[src/rtl/drw_mem_arb_if.sv]
// Draw-engine memory arbiter bus: requester-side burst requests plus the shared VRAM address port.
interface drw_mem_arb_if #(
  parameter int unsigned ADDR_W = 32,
  parameter int unsigned LEN_W  = 8
);
  logic [2:0]        REQ;
  logic [ADDR_W-1:0] ADDR0;
  logic [ADDR_W-1:0] ADDR1;
  logic [ADDR_W-1:0] ADDR2;
  logic [LEN_W-1:0]  LEN0;
  logic [LEN_W-1:0]  LEN1;
  logic [LEN_W-1:0]  LEN2;
  logic [2:0]        GNT;
  logic              WR_URGENT;
  logic              M_REQ;
  logic [ADDR_W-1:0] M_ADDR;
  logic [LEN_W-1:0]  M_LEN;
  logic              M_WRITE;
  logic [1:0]        M_ID;
  logic              M_ACK;
  logic              M_RDONE;
  logic              M_WDONE;
  logic              BUSY;

  // Environment side: requesters and the memory port model
  modport master (
    output REQ, ADDR0, ADDR1, ADDR2, LEN0, LEN1, LEN2, WR_URGENT,
    output M_ACK, M_RDONE, M_WDONE,
    input  GNT, M_REQ, M_ADDR, M_LEN, M_WRITE, M_ID, BUSY
  );

  // Arbiter side
  modport slave (
    input  REQ, ADDR0, ADDR1, ADDR2, LEN0, LEN1, LEN2, WR_URGENT,
    input  M_ACK, M_RDONE, M_WDONE,
    output GNT, M_REQ, M_ADDR, M_LEN, M_WRITE, M_ID, BUSY
  );
endinterface

[src/rtl/drw_mem_arb.sv]
// Shares the single VRAM port between SRC_RD, DST_RD and DST_WR burst requesters:
// round-robin with write-urgent override, outstanding read/write throttling and BUSY.
module drw_mem_arb #(
  parameter int unsigned ADDR_W     = 32,
  parameter int unsigned LEN_W      = 8,
  parameter int unsigned MAX_RD_OUT = 4,
  parameter int unsigned MAX_WR_OUT = 4
) (
  input  logic         CLK,
  input  logic         ARST,
  input  logic         SOFT_RST,
  drw_mem_arb_if.slave bus
);

  localparam int unsigned CNT_W = 4;
  localparam int unsigned ID_W  = 2;
  localparam logic [ID_W-1:0] ID_WR = ID_W'(2);

  typedef enum logic {IDLE, ISSUE} state_t;

  state_t            state_q, state_d;
  logic              m_req_q, m_req_d;
  logic [ADDR_W-1:0] m_addr_q, m_addr_d;
  logic [LEN_W-1:0]  m_len_q, m_len_d;
  logic              m_write_q, m_write_d;
  logic [ID_W-1:0]   m_id_q, m_id_d;
  logic [ID_W-1:0]   last_gnt_q, last_gnt_d;
  logic [CNT_W-1:0]  rd_cnt_q, rd_cnt_d;
  logic [CNT_W-1:0]  wr_cnt_q, wr_cnt_d;

  logic [2:0]        elig;
  logic              rd_ok, wr_ok;
  logic [ID_W-1:0]   start, win, idx;
  logic              win_vld, found;
  logic              acked, rd_inc, wr_inc, rd_dec, wr_dec;
  logic [ADDR_W-1:0] win_addr;
  logic [LEN_W-1:0]  win_len;

  assign rd_ok = rd_cnt_q < CNT_W'(MAX_RD_OUT);
  assign wr_ok = wr_cnt_q < CNT_W'(MAX_WR_OUT);
  assign elig  = {bus.REQ[2] & wr_ok, bus.REQ[1] & rd_ok, bus.REQ[0] & rd_ok};
  assign start = (last_gnt_q == ID_W'(2)) ? ID_W'(0) : ID_W'(last_gnt_q + ID_W'(1));

  // Winner select: urgent write first, else first eligible from last_gnt+1
  always_comb begin
    win     = ID_W'(0);
    found   = 1'b0;
    idx     = ID_W'(0);
    win_vld = |elig;
    if (bus.WR_URGENT && elig[2]) begin
      win = ID_WR;
    end else begin
      for (int unsigned k = 0; k < 3; k++) begin
        idx = ID_W'((32'(start) + k) % 32'd3);
        if (!found && elig[idx]) begin
          found = 1'b1;
          win   = idx;
        end
      end
    end
  end

  always_comb begin
    case (win)
      ID_W'(0): begin win_addr = bus.ADDR0; win_len = bus.LEN0; end
      ID_W'(1): begin win_addr = bus.ADDR1; win_len = bus.LEN1; end
      default:  begin win_addr = bus.ADDR2; win_len = bus.LEN2; end
    endcase
  end

  assign acked  = (state_q == ISSUE) && bus.M_ACK;
  assign rd_dec = bus.M_RDONE && (rd_cnt_q != '0);
  assign wr_dec = bus.M_WDONE && (wr_cnt_q != '0);

  // Next-state, address-phase registers and outstanding counters
  always_comb begin
    state_d    = state_q;
    m_req_d    = m_req_q;
    m_addr_d   = m_addr_q;
    m_len_d    = m_len_q;
    m_write_d  = m_write_q;
    m_id_d     = m_id_q;
    last_gnt_d = last_gnt_q;
    rd_inc     = 1'b0;
    wr_inc     = 1'b0;

    case (state_q)
      IDLE: begin
        if (win_vld) begin
          m_req_d   = 1'b1;
          m_addr_d  = win_addr;
          m_len_d   = win_len;
          m_write_d = (win == ID_WR);
          m_id_d    = win;
          state_d   = ISSUE;
        end
      end
      ISSUE: begin
        if (bus.M_ACK) begin
          m_req_d    = 1'b0;
          last_gnt_d = m_id_q;
          rd_inc     = !m_write_q;
          wr_inc     = m_write_q;
          state_d    = IDLE;
        end
      end
      default: state_d = IDLE;
    endcase

    case ({rd_inc, rd_dec})
      2'b10:   rd_cnt_d = CNT_W'(rd_cnt_q + CNT_W'(1));
      2'b01:   rd_cnt_d = CNT_W'(rd_cnt_q - CNT_W'(1));
      default: rd_cnt_d = rd_cnt_q;
    endcase
    case ({wr_inc, wr_dec})
      2'b10:   wr_cnt_d = CNT_W'(wr_cnt_q + CNT_W'(1));
      2'b01:   wr_cnt_d = CNT_W'(wr_cnt_q - CNT_W'(1));
      default: wr_cnt_d = wr_cnt_q;
    endcase

    // Soft reset overrides everything, including a coincident ack
    if (SOFT_RST) begin
      state_d    = IDLE;
      m_req_d    = 1'b0;
      last_gnt_d = ID_WR;
      rd_cnt_d   = '0;
      wr_cnt_d   = '0;
    end
  end

  always_ff @(posedge CLK or posedge ARST) begin
    if (ARST) begin
      state_q    <= IDLE;
      m_req_q    <= 1'b0;
      m_addr_q   <= '0;
      m_len_q    <= '0;
      m_write_q  <= 1'b0;
      m_id_q     <= '0;
      last_gnt_q <= ID_WR;
      rd_cnt_q   <= '0;
      wr_cnt_q   <= '0;
    end else begin
      state_q    <= state_d;
      m_req_q    <= m_req_d;
      m_addr_q   <= m_addr_d;
      m_len_q    <= m_len_d;
      m_write_q  <= m_write_d;
      m_id_q     <= m_id_d;
      last_gnt_q <= last_gnt_d;
      rd_cnt_q   <= rd_cnt_d;
      wr_cnt_q   <= wr_cnt_d;
    end
  end

  assign bus.M_REQ   = m_req_q;
  assign bus.M_ADDR  = m_addr_q;
  assign bus.M_LEN   = m_len_q;
  assign bus.M_WRITE = m_write_q;
  assign bus.M_ID    = m_id_q;
  assign bus.GNT     = (acked && !SOFT_RST) ? 3'(3'b001 << m_id_q) : 3'b000;
  assign bus.BUSY    = !ARST && ((state_q == ISSUE) || (|bus.REQ) ||
                                 (rd_cnt_q != '0) || (wr_cnt_q != '0));

endmodule

[src/flat_wrapper.sv]
// flat-port wrapper written by rule: the top's interface ports become plain ports
module drw_mem_arb_flat 
#(
  parameter int unsigned ADDR_W     = 32,
  parameter int unsigned LEN_W      = 8,
  parameter int unsigned MAX_RD_OUT = 4,
  parameter int unsigned MAX_WR_OUT = 4
)
  (CLK, ARST, SOFT_RST, bus_REQ, bus_ADDR0, bus_ADDR1, bus_ADDR2, bus_LEN0, bus_LEN1, bus_LEN2, bus_WR_URGENT, bus_M_ACK, bus_M_RDONE, bus_M_WDONE, bus_GNT, bus_M_REQ, bus_M_ADDR, bus_M_LEN, bus_M_WRITE, bus_M_ID, bus_BUSY);
  drw_mem_arb_if #(.ADDR_W(ADDR_W), .LEN_W(LEN_W)) bus_i ();
  input  logic CLK;
  input  logic ARST;
  input  logic SOFT_RST;
  input wire logic [$bits(bus_i.REQ)-1:0] bus_REQ;
  input wire logic [$bits(bus_i.ADDR0)-1:0] bus_ADDR0;
  input wire logic [$bits(bus_i.ADDR1)-1:0] bus_ADDR1;
  input wire logic [$bits(bus_i.ADDR2)-1:0] bus_ADDR2;
  input wire logic [$bits(bus_i.LEN0)-1:0] bus_LEN0;
  input wire logic [$bits(bus_i.LEN1)-1:0] bus_LEN1;
  input wire logic [$bits(bus_i.LEN2)-1:0] bus_LEN2;
  input wire logic [$bits(bus_i.WR_URGENT)-1:0] bus_WR_URGENT;
  input wire logic [$bits(bus_i.M_ACK)-1:0] bus_M_ACK;
  input wire logic [$bits(bus_i.M_RDONE)-1:0] bus_M_RDONE;
  input wire logic [$bits(bus_i.M_WDONE)-1:0] bus_M_WDONE;
  output wire logic [$bits(bus_i.GNT)-1:0] bus_GNT;
  output wire logic [$bits(bus_i.M_REQ)-1:0] bus_M_REQ;
  output wire logic [$bits(bus_i.M_ADDR)-1:0] bus_M_ADDR;
  output wire logic [$bits(bus_i.M_LEN)-1:0] bus_M_LEN;
  output wire logic [$bits(bus_i.M_WRITE)-1:0] bus_M_WRITE;
  output wire logic [$bits(bus_i.M_ID)-1:0] bus_M_ID;
  output wire logic [$bits(bus_i.BUSY)-1:0] bus_BUSY;
  assign bus_i.REQ = bus_REQ;
  assign bus_i.ADDR0 = bus_ADDR0;
  assign bus_i.ADDR1 = bus_ADDR1;
  assign bus_i.ADDR2 = bus_ADDR2;
  assign bus_i.LEN0 = bus_LEN0;
  assign bus_i.LEN1 = bus_LEN1;
  assign bus_i.LEN2 = bus_LEN2;
  assign bus_i.WR_URGENT = bus_WR_URGENT;
  assign bus_i.M_ACK = bus_M_ACK;
  assign bus_i.M_RDONE = bus_M_RDONE;
  assign bus_i.M_WDONE = bus_M_WDONE;
  assign bus_GNT = bus_i.GNT;
  assign bus_M_REQ = bus_i.M_REQ;
  assign bus_M_ADDR = bus_i.M_ADDR;
  assign bus_M_LEN = bus_i.M_LEN;
  assign bus_M_WRITE = bus_i.M_WRITE;
  assign bus_M_ID = bus_i.M_ID;
  assign bus_BUSY = bus_i.BUSY;
  drw_mem_arb #(.ADDR_W(ADDR_W), .LEN_W(LEN_W), .MAX_RD_OUT(MAX_RD_OUT), .MAX_WR_OUT(MAX_WR_OUT)) u_core (.CLK(CLK), .ARST(ARST), .SOFT_RST(SOFT_RST), .bus(bus_i));
endmodule
[config.mk]
export PLATFORM = sky130hd
export DESIGN_NAME = drw_mem_arb_flat
export DESIGN_NICKNAME = d
export VERILOG_FILES = /design/src/rtl/drw_mem_arb_if.sv /design/src/rtl/drw_mem_arb.sv /design/src/flat_wrapper.sv
export SDC_FILE = /design/constraint.sdc
export NUM_CORES = 1
export LEC_CHECK = 0
export ABC_CLOCK_PERIOD_IN_PS = 3600
export CAP_MARGIN = 20
export CELL_PAD_IN_SITES_DETAIL_PLACEMENT = 0
export CELL_PAD_IN_SITES_GLOBAL_PLACEMENT = 2
export CORE_ASPECT_RATIO = 1.2
export CORE_MARGIN = 2
export CORE_UTILIZATION = 24
export CTS_CLUSTER_SIZE = 40
export DETAILED_ROUTE_END_ITERATION = 12
export GPL_TIMING_DRIVEN = 0
export PLACE_DENSITY = 0.84
export SETUP_SLACK_MARGIN = 0.5
export SLEW_MARGIN = 40
export SYNTH_ARGS = -nofsm -noshare
export SYNTH_HDL_FRONTEND = slang
export SYNTH_SLANG_ARGS = --single-unit
[constraint.sdc]
create_clock -name CLK -period 3.6 [get_ports CLK]
set_input_delay 0.9 -clock CLK [delete_from_list [all_inputs] [get_ports CLK]]
set_output_delay 0.9 -clock CLK [all_outputs]
set_load 0.02 [all_outputs]
# Word-level counts from Yosys, hierarchy flattened
# Cells that the tools add are included.
word_totals:
  reg_bits: 55
  inputBits: 130
  out_inout_bits: 48
  elab_cells: 103
classes:
  addsub: 7
  div_mod_pow: 3
  order_cmp: 5
  eq_ne: 9
  n_shift: 1
  muxes: 37
  bitwise_logic: 4
  n_reduce_logical: 28
ops:
  columns: ["operator", "count"]
  rows:
  - ["remainder unit 32 x 2 -> 32 bit, second input constant", 2]
  - ["case mux 32 bit (2 select lines)", 1]
  - ["remainder unit 2 x 2 -> 32 bit, second input constant", 1]
  - ["2-to-1 mux 1 bit", 17]
  - ["2-to-1 mux 2 bit", 8]
  - ["case mux 4 bit (2 select lines)", 2]
  - ["case mux 8 bit (2 select lines)", 1]
  - ["< comparator 2 x 3 -> 1 bit, second input constant", 3]
  - ["adder 4 x 1 -> 4 bit, second input constant", 2]
  - ["equality test 2 bit, second input constant", 4]
  - ["logical AND 1 bit", 8]
  - ["< comparator 4 x 3 -> 1 bit, second input constant", 2]
  - ["2-to-1 mux 4 bit", 2]
  - ["nonzero test 4 bit", 2]
  - ["subtractor 4 x 1 -> 4 bit, second input constant", 2]
  - ["binary-select mux 1 bit (select 2 bit)", 3]
  - ["equality test 2 x 1 -> 1 bit, second input constant", 3]
  - ["AND reduction 2 bit", 3]
  - ["nonzero test 3 bit", 2]
  - ["OR reduction 3 bit", 2]
  - ["zero test 1 bit", 5]
  - ["case mux 1 bit (2 select lines)", 2]
  - ["nonzero test 2 bit", 2]
  - ["adder 2 x 1 -> 3 bit, second input constant", 1]
  - ["other kinds (10)", 14]

# Logic depth before layout (Yosys ltp)
# Gate-level depths: netlist of the first run.
logic_depth:
  ltp_word: 17
  depth_mapped: 9
  mapped_depth_nobuf: 9

# Worst setup path before layout of the first run
# No wires, ideal clock.
synth_timing:
  path_kind: "input -> output"
  startpoint: "input port bus_M_ACK"
  endpoint: "output port bus_GNT[1]"
  arrival_time_ps: 1758
  required_ps: 2700
  path_slack_ps: 942
  cell_stages: 2
  n_path_buf: 0
  path_cell_list: "nand2_1 -> nor4b_1"
synth_via:
  elab_chain_cells: 3
synth_rtl:
  columns: ["element", "line_no", "rtl"]
  rows:
  - ["start: declaration", "flat_wrapper.sv:22", "input wire logic [$bits(bus_i.M_ACK)-1:0] bus_M_ACK;"]
  - ["logical AND 1 bit", "drw_mem_arb.sv:71", "assign acked = (state_q == ISSUE) && bus.M_ACK;"]
  - ["logical AND 1 bit", "drw_mem_arb.sv:160", "assign bus.GNT = (acked && !SOFT_RST) ? 3'(3'b001 << m_id_q) : 3'b000;"]
  - ["2-to-1 mux 3 bit", "drw_mem_arb.sv:160", null]
  - ["end: declaration", "flat_wrapper.sv:25", "output wire logic [$bits(bus_i.GNT)-1:0] bus_GNT;"]
# No other way between the ends.

# Worst setup path in the final report of the first run
layout_timing:
  startpoint: "input port bus_REQ[0]"
  endpoint: "output port bus_BUSY"
layout_via:
  elab_chain_cells: 5
layout_rtl:
  columns: ["element", "line_no", "rtl"]
  rows:
  - ["start: declaration", "flat_wrapper.sv:14", "input wire logic [$bits(bus_i.REQ)-1:0] bus_REQ;"]
  - ["OR reduction 3 bit", "drw_mem_arb.sv:161", "assign bus.BUSY = !ARST && ((state_q == ISSUE) || (|bus.REQ) ||"]
  - ["logical OR 1 bit (2 in a row)", "drw_mem_arb.sv:161", null]
  - ["logical OR 1 bit", "drw_mem_arb.sv:162", "(rd_cnt_q != '0) || (wr_cnt_q != '0));"]
  - ["logical AND 1 bit", "drw_mem_arb.sv:161", null]
  - ["end: declaration", "flat_wrapper.sv:31", "output wire logic [$bits(bus_i.BUSY)-1:0] bus_BUSY;"]
# No other way between the ends.

==> results.ini, run 1 <==
[critical_path]
regToRegSetupSlack_ns = 1.12
critPathBufInv = 2
crit_family = buffers and inverters
arrival_ns = 2.11
crit_path_end_kind = primary output
cp_cell_sequence = clkdlybuf4s50_1 > nor2_1 > a41oi_1 > dlygate4sd2_1
worst-setup-path-type = input port to primary output
worstPathRequired_ns = 2.70
cpPeakStageDelay_ns = 0.52
critPathLaunchType = input port
cp_slowest_cell = clkdlybuf4s50_1
crit_fanout = 3

[timing]
tns_ns = 0
skew_ns = 0.00816
fmax_mhz = 332
setup_viol_count_final = 0
slew_viol_final = 0
rsz0062_at_grt = false
worstMarginPinSlew_ns = 0.809
max-slew-margin-rel_pct = 46.1
period_share_pct = 83.6
finalHoldViolations = 0
fin_crit_ns = 3.01

[clock_network]
cts_tree = done
clock_latency_ns = 0.30
htree_levels = 2
cts-root-buf = clkbuf_16
clkSlewWorstSetupHoldPaths_ns = 0.07
clock_path_buffers = 2
post_cts_buffers = 0
cts_buffers = 5
cts_sinks = 55

[grt]
grt_remaining_overflow = 0
antenna_found_initial = 0
grt_pass1_vias = 3419
grt_pass1_wl_mm = 18.7
track_usage_pct = 15.9
grt_max_degree = 36

[power]
swShare_pct = 42.4
power.switching_w = 0.00181
vdd_drop_max_uv = 269
p_per_area_nw_per_um2 = 785
internal-power_w = 0.00246
p_seq_share_pct = 26.3
p_leak_nw = 2.21
p_clk_share_pct = 13.7
combinationalPowerShare_pct = 60.0

[placed_design]
io_buffers = 177
gp_congestion = 0.752
placed_cells = 660
place_hpwl_mm = 8.82

[detailed_routing]
vias = 3199
drt-pass1-iter-count = 4
ant_nets = 0
drcViolationCount = 0
drt-vias-per-instance = 4.79
routedWlPerCell_um = 17.2
drt_wl_total_mm = 11.5
drt-initial-drc-count = 120

[layout]
syn_to_final_growth_pct = 66.9
final_nets = 635
antenna_cells = 0
drive_above_1_share_pct = 14.6
layout.cells.non_filler = 668

[floorplanning]
core-area_um2 = 13200
die_x_um = 110
pin_count = 178
rows = 46
initial_core_util_pct = 24.7
die_y_um = 132
dieArea_um2 = 14500

[hold_path]
hold_class = register to register

[yosys]
seq_area_frac_synth_pct = 42.2
avgSynthCellArea_um2 = 10.4
ys_seq_elements = 55
yosys_warnings = 0
syn_nets = 450
ys_types = 44
ys_top_cells_by_area = dfrtp_1 41%, a221oi_2 18%, nor2_1 6.0%
synth_area_leader_cell = dfrtp_1
synthesis.area_um2 = 3260
synth_top_area_share_pct = 41.4
syn_inst = 314

[run]
timing.max_cap.violations = 0

[run_status]
status = finished clean

## per-stage QoR
stage / util (%) / setup WS, ns / hold WS, ns / area, um2 / power, W
finish: 41.1 / 0.590 / 0.529 / 5450 / 0.00428
global route: 41.1 / 0.502 / 0.564 / 5450 / 0.00462
CTS: 41.1 / 0.573 / 0.537 / 5440 / 0.00436
detailed placement: 39.8 / 0.0348 / 0.516 / 5270 / 0.00375
global placement: 39.6 / 0.0159 / 0.509 / 5250 / 0.00369
floorplan: - / 0.942 / 0.507 / 3260 / 0.00268
## layout make-up
type                       count  area [um2]
timing repair buffer         178        1790
tap                          168         210
sequential                    55        1380
inverter                       3        13.8
clock buffer                   6         139
buffer                        25         189
fill                        1325        7790
multi-input combinational    231        1690
clock inverter                 2        38.8
## power groups by stage
stage	sequential, W	combinational, W	clock [W]
6_report	0.00112	0.00256	0.000588
3_5_place_dp	0.00114	0.00261	0
5_1_grt	0.00117	0.00281	0.000643
4_1_cts	0.00113	0.00261	0.000615
2_1_floorplan	0.00142	0.00127	0
3_3_place_gp	0.00113	0.00256	0
## worst paths after layout
path	cells past startpoint	endpoint	startpoint
max in group asynchronous	3	u_core.last_gnt_q[1]$_DFFE_PP1P_	ARST
min in group asynchronous	2	u_core.rd_cnt_q[3]$_DFFE_PP0P_	ARST
hold reg to reg	2	u_core.bus.M_ADDR[21]$_DFFE_PP0P_	u_core.bus.M_ADDR[21]$_DFFE_PP0P_
setup reg to reg	9	u_core.wr_cnt_q[3]$_DFFE_PP0P_	u_core.wr_cnt_q[1]$_DFFE_PP0P_
setup / recovery	4	bus_BUSY	bus_REQ[0]
hold / removal	2	u_core.bus.M_ADDR[21]$_DFFE_PP0P_	u_core.bus.M_ADDR[21]$_DFFE_PP0P_
## metal layers
layer	track usage, %	vias to the layer above	share of wire (%)
li1	-	1545	-
met1	19.4	1527	43
met2	28.1	114	50
met3	3.72	13	5.3
met4	4.31	0	1.9
met5	0	-	0
## registers in the layout, summed over array words and instances (netlist names)
name                cells
u_core.bus.M_ADDR      32
u_core.bus.M_LEN        8
u_core.rd_cnt_q         4
u_core.last_gnt_q       2
u_core.bus.M_WRITE      1
u_core.wr_cnt_q         4
u_core.state_q          1
u_core.bus.M_REQ        1
u_core.bus.M_ID         2
## cell usage after synthesis (all sizes together)
| cell type | number |
|---|---|
| a21o | 2 |
| nor3b | 2 |
| o2bb2ai | 13 |
| a21oi | 31 |
| dfrtp | 54 |
| nand4 | 1 |
| or3b | 1 |
| and2 | 4 |
| clkbuf | 7 |
| and3 | 1 |
| a211oi | 3 |
| nand3 | 1 |
| nand2 | 40 |
| nor3 | 4 |
| and3b | 1 |
| nand2b | 3 |
| a211o | 2 |
| mux2i | 3 |
| a31o | 1 |
| fa | 2 |
| nor2b | 1 |
| nor2 | 52 |
| a221oi | 41 |
| a2111o | 1 |
| o21bai | 1 |
| o41ai | 2 |
| xnor2 | 4 |
| a41oi | 1 |
| inv | 3 |
| dfstp | 1 |
| ha | 4 |
| nor4b | 3 |
| nor4 | 2 |
| a22oi | 1 |
| buf | 18 |
| or2 | 1 |
| o22ai | 1 |
| o21ai | 1 |
## worst register-to-register path, cell delays in order, from the launching register on
cell     delay (ns)
dfrtp_1        0.44
o41ai_1        0.52
a31o_2         0.21
inv_1          0.08
ha_1           0.28
a21o_1         0.18
a21oi_1        0.18
mux2i_1        0.27
xnor2_1        0.14
nor2_1         0.05
## cells by family (layout without fill, tap and decap cells)
kind of cell               after synthesis  count (layout)  synth area share [%]
AOI/OAI and AO/OA                      101             101                  30.8
xor gates and xnor gates                 4               4                  1.07
adders and majority gates                6               6                  2.76
buffers and inverters                   28             214                  6.10
DFF                                     55              55                  42.2
muxes                                    3               3                 0.920
and+or+nand+nor                        117             117                  16.1
## timing repair
action                     CTS  global route
resized for setup            9             3
hold buffers                 0             0
setup endpoints to repair    4             3
pin swaps                    0             0
## placed cells by master, fill, tap and decap left out, types with 2 or more instances in the layout
master	synthesis	routed
buf_6	11	11
clkdlybuf4s50_1	0	172
ha_1	4	4
nor3_1	3	3
fa_1	2	2
nor4b_1	3	3
nor2_1	52	52
a21oi_1	31	31
dfrtp_1	54	54
clkbuf_1	7	6
nand2_1	40	39
clkbuf_16	0	5
o2bb2ai_1	13	13
a221oi_2	39	39
buf_4	2	2
a21o_1	2	2
o41ai_1	2	2
nor4_1	2	2
dlygate4sd2_1	0	3
a211oi_1	3	3
a221oi_1	2	2
inv_1	3	2
nand2b_1	3	3
mux2i_1	3	3
buf_2	3	3
buf_1	2	2
xnor2_1	4	4
a211o_1	2	2
and2_1	4	4
Note: power is estimated with default switching activity, not from simulation.
==> run 2: changes to the inputs <==
Settings changed: ABC_CLOCK_PERIOD_IN_PS 3600 to 2600, CORE_UTILIZATION 24 to 20, PLACE_DENSITY 0.84 to 0.75.
Clock period 3.6 ns to 2.6 ns, I/O delays scaled along.
==> run 2 against run 1 <==
Effect of this change:
- sequential share of layout area fell by 1.7 points
- count of clock-buffer cells in the layout unchanged
- die area is 19% higher
- via count grew 1.0%
- clock skew down 0.0013 ns
- core utilization decreased by 4.5 points
- clock power grew 18%
- critical endpoint is now u_core.wr_cnt_q[3]$_DFFE_PP0P_
==> results.ini, run 2 (synthesis gave the netlist of run 1 again) <==
[run_status]
status = finished clean

[grt]
grt_remaining_overflow = 0
grt_pass1_vias = 3320
antenna_found_initial = 0
grt_pass1_wl_mm = 18.0
track_usage_pct = 13.3
grt_max_degree = 34

[layout]
fill_cells = 1656
final_nets = 657
drive_above_1_share_pct = 25.7
antenna_cells = 0
largest_reg_flops = 32
final_common_cell = clkdlybuf4s50_1
multiInputGateArea_um2 = 1870
seqCellArea_um2 = 1390
final_cell_mix = 162 x clkdlybuf4s50_1, 50 x nor2_1, 46 x dfrtp_1, 39 x nand2_1, 38 x a221oi_2
syn_to_final_growth_pct = 80.4

[power]
combinationalPowerShare_pct = 64.1
vdd_drop_max_uv = 349
internal-power_w = 0.00365
p_leak_nw = 2.39
total_power_w = 0.00633
p_per_area_nw_per_um2 = 1080
swShare_pct = 42.3
power.switching_w = 0.00268
p_clk_share_pct = 11.0
p_seq_share_pct = 24.9

[floorplanning]
die_x_um = 121
die_y_um = 144
core-area_um2 = 16100
rows = 51
pin_count = 178
initial_core_util_pct = 20.3
dieArea_um2 = 17400

[placed_design]
gp_congestion = 0.730
place_hpwl_mm = 8.95
io_buffers = 177
pre_cts_ws_ns = -0.445

[run]
timing.max_cap.violations = 0

[timing]
rsz0062_at_grt = true
skew_ns = 0.00690
slew_viol_final = 0
period_share_pct = 82.1
setup_viol_count_final = 0
fmax_mhz = 469
setup_slack_ns = 0.466
worstMarginPinSlew_ns = 0.507
fin_crit_ns = 2.13
finalHoldViolations = 0
max-slew-margin-rel_pct = 66.2

[detailed_routing]
drcViolationCount = 0
vias = 3231
drt-vias-per-instance = 4.40
drt-initial-drc-count = 134
ant_nets = 0
drt-pass1-iter-count = 4
drt_wl_total_mm = 12.0
routedWlPerCell_um = 16.3

[clock_network]
cts_tree = done
cts-root-buf = clkbuf_16
clock_latency_ns = 0.30
htree_levels = 2
cts_sinks = 55
cts_buffers = 5
clkSlewWorstSetupHoldPaths_ns = 0.08
clock_path_buffers = 2

[critical_path]
critPathLaunchType = register
crit_fanout = 3
crit_path_end_kind = register
worst-setup-path-type = register to register
arrival_ns = 2.30
worstPathRequired_ns = 2.77

[hold_path]
hold_class = input port to async pin

[run 2: power groups by stage]
stage                     logic, W  clock network [W]  registers [W]
after CTS                  0.00394           0.000731        0.00158
final                      0.00406           0.000695        0.00158
after global placement     0.00359                  0        0.00158
after global routing       0.00443           0.000763        0.00163
after floorplan            0.00178                  0        0.00198
after detailed placement   0.00362                  0        0.00160
[run 2: critical path: stages (launching register included)]
cell and delay (ns):
dfrtp_2 0.43, o41ai_4 0.38, a31o_2 0.18, inv_2 0.06, ha_4 0.21, a21o_1 0.16
a21oi_2 0.16, mux2i_1 0.25, xnor2_1 0.14, nor2_1 0.05
[run 2: repair_timing]
item	in CTS	in global routing
hold buffers	0	0
pin swaps	12	9
endpoints found under the setup margin	51	47
gates resized for setup	74	25
setup buffers	16	6
[run 2: final timing paths]
path	slack, ns	depth (start not counted)	end	startpoint
max	0.47	9	u_core.wr_cnt_q[3]$_DFFE_PP0P_	u_core.wr_cnt_q[1]$_DFFE_PP0P_
min	0.51	2	u_core.rd_cnt_q[3]$_DFFE_PP0P_	ARST
max reg2reg	0.47	9	u_core.wr_cnt_q[3]$_DFFE_PP0P_	u_core.wr_cnt_q[1]$_DFFE_PP0P_
min reg2reg	0.53	2	u_core.bus.M_ADDR[3]$_DFFE_PP0P_	u_core.bus.M_ADDR[3]$_DFFE_PP0P_
max in group asynchronous	1.54	3	u_core.last_gnt_q[1]$_DFFE_PP1P_	ARST
min in group CLK	0.53	2	u_core.bus.M_ADDR[3]$_DFFE_PP0P_	u_core.bus.M_ADDR[3]$_DFFE_PP0P_
[run 2: final cells by class]
cell class / instances / area share [%]
multi-input combinational: 231 / 31.8
inverter: 3 / 0.234
clock buffer: 6 / 2.19
timing repair buffer: 200 / 33.0
sequential: 55 / 23.6
buffer: 25 / 4.38
clock inverter: 2 / 0.276
tap: 212 / 4.51
[run 2: layer usage]
metal  global-route usage [%]  vias to the layer above  share of wire, %
li1                         -                     1586                 -
met1                     16.1                     1535                42
met2                     23.8                      101                51
met3                     3.10                        9               5.6
met4                     3.24                        0               1.3
met5                        0                        -                 0
[run 2: per-stage QoR]
step	instances	cell area, um2	setup TNS (ns)	util [%]	hold slack, ns
after floorplan	314	3300	0	-	0.507
after global placement	703	5330	-53.93	33.2	0.509
after detailed placement	704	5360	-14.34	33.3	0.519
after CTS	728	5740	0	35.7	0.518
after global routing	734	5890	0	36.6	0.542
final	734	5890	0	36.6	0.511
==> run 3: changes to the inputs <==
Settings changed: ABC_CLOCK_PERIOD_IN_PS 2600 to 1900.
Clock period 2.6 ns to 1.9 ns, I/O delays scaled along.
==> run 3 against run 2 <==
Effect of this change:
- the run now ends with setup timing left
- register-to-register slack lost 0.71 ns
- worst hold slack gained 0.016 ns
- die area is the same
- first-iteration DRC count shrank 11%
- clock power grew 47%
- combinational power grew 59%
- critical path type is now register to primary output
- highest routed layer unchanged
==> results.ini, run 3 (synthesis gave the netlist of run 1 again) <==
[critical_path]
worst-setup-path-type = register to primary output
cp-startpoint = u_core.rd_cnt_q[3]$_DFFE_PP0P_
critPathLaunchType = register
arrival_ns = 1.67
cpPeakStageDelay_ns = 0.43
cp_cell_sequence = or2_4 > buf_4 > buf_4 > nor3_4 > a41oi_2 > buf_4
timing.rr.start = u_core.rd_cnt_q[3]$_DFFE_PP0P_
crit_path_end_kind = primary output
worstPathRequired_ns = 1.42
cp_slowest_cell = dfrtp_2
crit_fanout = 3
cpMostUsedCell = buf_4

[clock_network]
cts-root-buf = clkbuf_16
clkSlewWorstSetupHoldPaths_ns = 0.08
cts_sinks = 55
clock_latency_ns = 0.30
clock_path_buffers = 2
htree_levels = 2
cts_buffers = 5
cts_tree = done

[placed_design]
placed_cells = 705
io_buffers = 177
placed_area_um2 = 5530
place_hpwl_mm = 9.25
gp_congestion = 0.729

[timing]
fin_crit_ns = 2.15
max-slew-margin-rel_pct = 66.0
finalHoldViolations = 0
setup_slack_ns = -0.248
period_share_pct = 113
skew_ns = 0.00809
setup_viol_count_final = 51
rsz0062_at_grt = true
worstMarginPinSlew_ns = 0.510
timing.hold.ws_ns = 0.528
fmax_mhz = 465
slew_viol_final = 0

[layout]
fin_util_pct = 40.1
largest_reg_flops = 32
layout.cells.non_filler = 773
drive_above_1_share_pct = 43.0
final_cell_mix = 122 x clkdlybuf4s50_1, 50 x nor2_1, 46 x dfrtp_1, 42 x buf_4, 41 x buf_2
final_common_cell = clkdlybuf4s50_1
antenna_cells = 0
final_area_um2 = 6450
syn_to_final_growth_pct = 97.8
final_nets = 696

[detailed_routing]
drt-initial-drc-count = 119
drt-pass1-iter-count = 4
drt-vias-per-instance = 4.48
drcViolationCount = 0
routedWlPerCell_um = 17.3
vias = 3465
drt_wl_total_mm = 13.4
ant_nets = 0

[power]
internal-power_w = 0.00557
power.switching_w = 0.00404
p_seq_share_pct = 22.3
p_per_area_nw_per_um2 = 1490
p_clk_share_pct = 10.6
vdd_drop_max_uv = 638
swShare_pct = 42.0
p_leak_nw = 2.70
combinationalPowerShare_pct = 67.1

[run_status]
status = complete, but fails checks
violations = setup timing

[hold_path]
min_from = u_core.bus.M_ADDR[29]$_DFFE_PP0P_
hold_class = register to register

[floorplanning]
dieArea_um2 = 17400
rows = 51
die_x_um = 121
die_y_um = 144
core-area_um2 = 16100
initial_core_util_pct = 20.3
pin_count = 178

[run]
timing.max_cap.violations = 0

[grt]
grt_remaining_overflow = 0
grt_max_degree = 22
grt_pass1_vias = 3617
grt_pass1_wl_mm = 19.9
track_usage_pct = 14.7
antenna_found_initial = 0

## run 3: cell types whose count changed in the layout (fill, tap and decap cells not counted), sizes merged
cell           previous run  this run
clkdlybuf4s15             0         3
buf                      47       128
clkdlybuf4s50           162       122
inv                       4         2
dlygate4sd2               6         4
dlymetal6s2s              2         0
clkinvlp                  1         2
## run 3: metal layers
metal	wire length, um	track usage, %	share of wire (%)
met1	5280	17.6	39
met2	7210	26.4	54
met3	640	2.86	4.8
met4	265	4.53	2.0
met5	0	0	0
## run 3: path summary, 6_finish.rpt
path	slack [ns]	to	cells after the start
worst min register to register	0.53	u_core.bus.M_ADDR[29]$_DFFE_PP0P_	2
worst max-delay path	-0.25	bus_BUSY	6
worst min-delay path	0.53	u_core.bus.M_ADDR[29]$_DFFE_PP0P_	2
max in group asynchronous	0.89	u_core.bus.M_ID[0]$_DFFE_PP0P_	3
worst max register to register	-0.25	u_core.bus.M_ADDR[31]$_DFFE_PP0P_	9
min in group asynchronous	0.57	u_core.state_q$_DFF_PP0_	2
## run 3: cell type report
cell class,instances,area [um2]
inverter,3,15.0
clock buffer,7,153
tap,212,265
multi-input combinational,231,2020
timing repair buffer,239,2240
sequential,55,1390
buffer,25,358
fill,1632,9630
clock inverter,1,7.51
## run 3: through the flow
stage / TNS, ns / setup WS [ns] / total power (W)
2_1_floorplan: -0.204 / -0.102 / 0.00531
3_5_place_dp: -43.65 / -0.982 / 0.00736
4_1_cts: -6.43 / -0.175 / 0.00913
6_report: -8.02 / -0.248 / 0.00961
3_3_place_gp: -52.52 / -0.973 / 0.00726
5_1_grt: -11.88 / -0.312 / 0.0103
## run 3: repair_timing
action	CTS	global route
setup endpoints to repair	102	59
pin swaps	25	22
buffers inserted	36	19
gates cloned	2	3
hold buffers	0	0
gates resized for setup	278	39
## run 3: power by group through the flow
| stage | Clock, W | Combinational, W | Sequential (W) |
|---|---|---|---|
| floorplan | 0 | 0.00257 | 0.00274 |
| global placement | 0 | 0.00506 | 0.00220 |
| detailed placement | 0 | 0.00512 | 0.00224 |
| CTS | 0.00107 | 0.00590 | 0.00216 |
| global route | 0.00109 | 0.00696 | 0.00222 |
| finish | 0.00102 | 0.00644 | 0.00214 |
## run 3: worst max-delay path: cells and delay by family, from the launching register on
kind | cells | cell delay (ns)
AO/OA/AOI/OAI | 1 | 0.13
flip-flops | 1 | 0.43
AND/OR/NAND/NOR | 2 | 0.37
buffers and inverters | 3 | 0.46
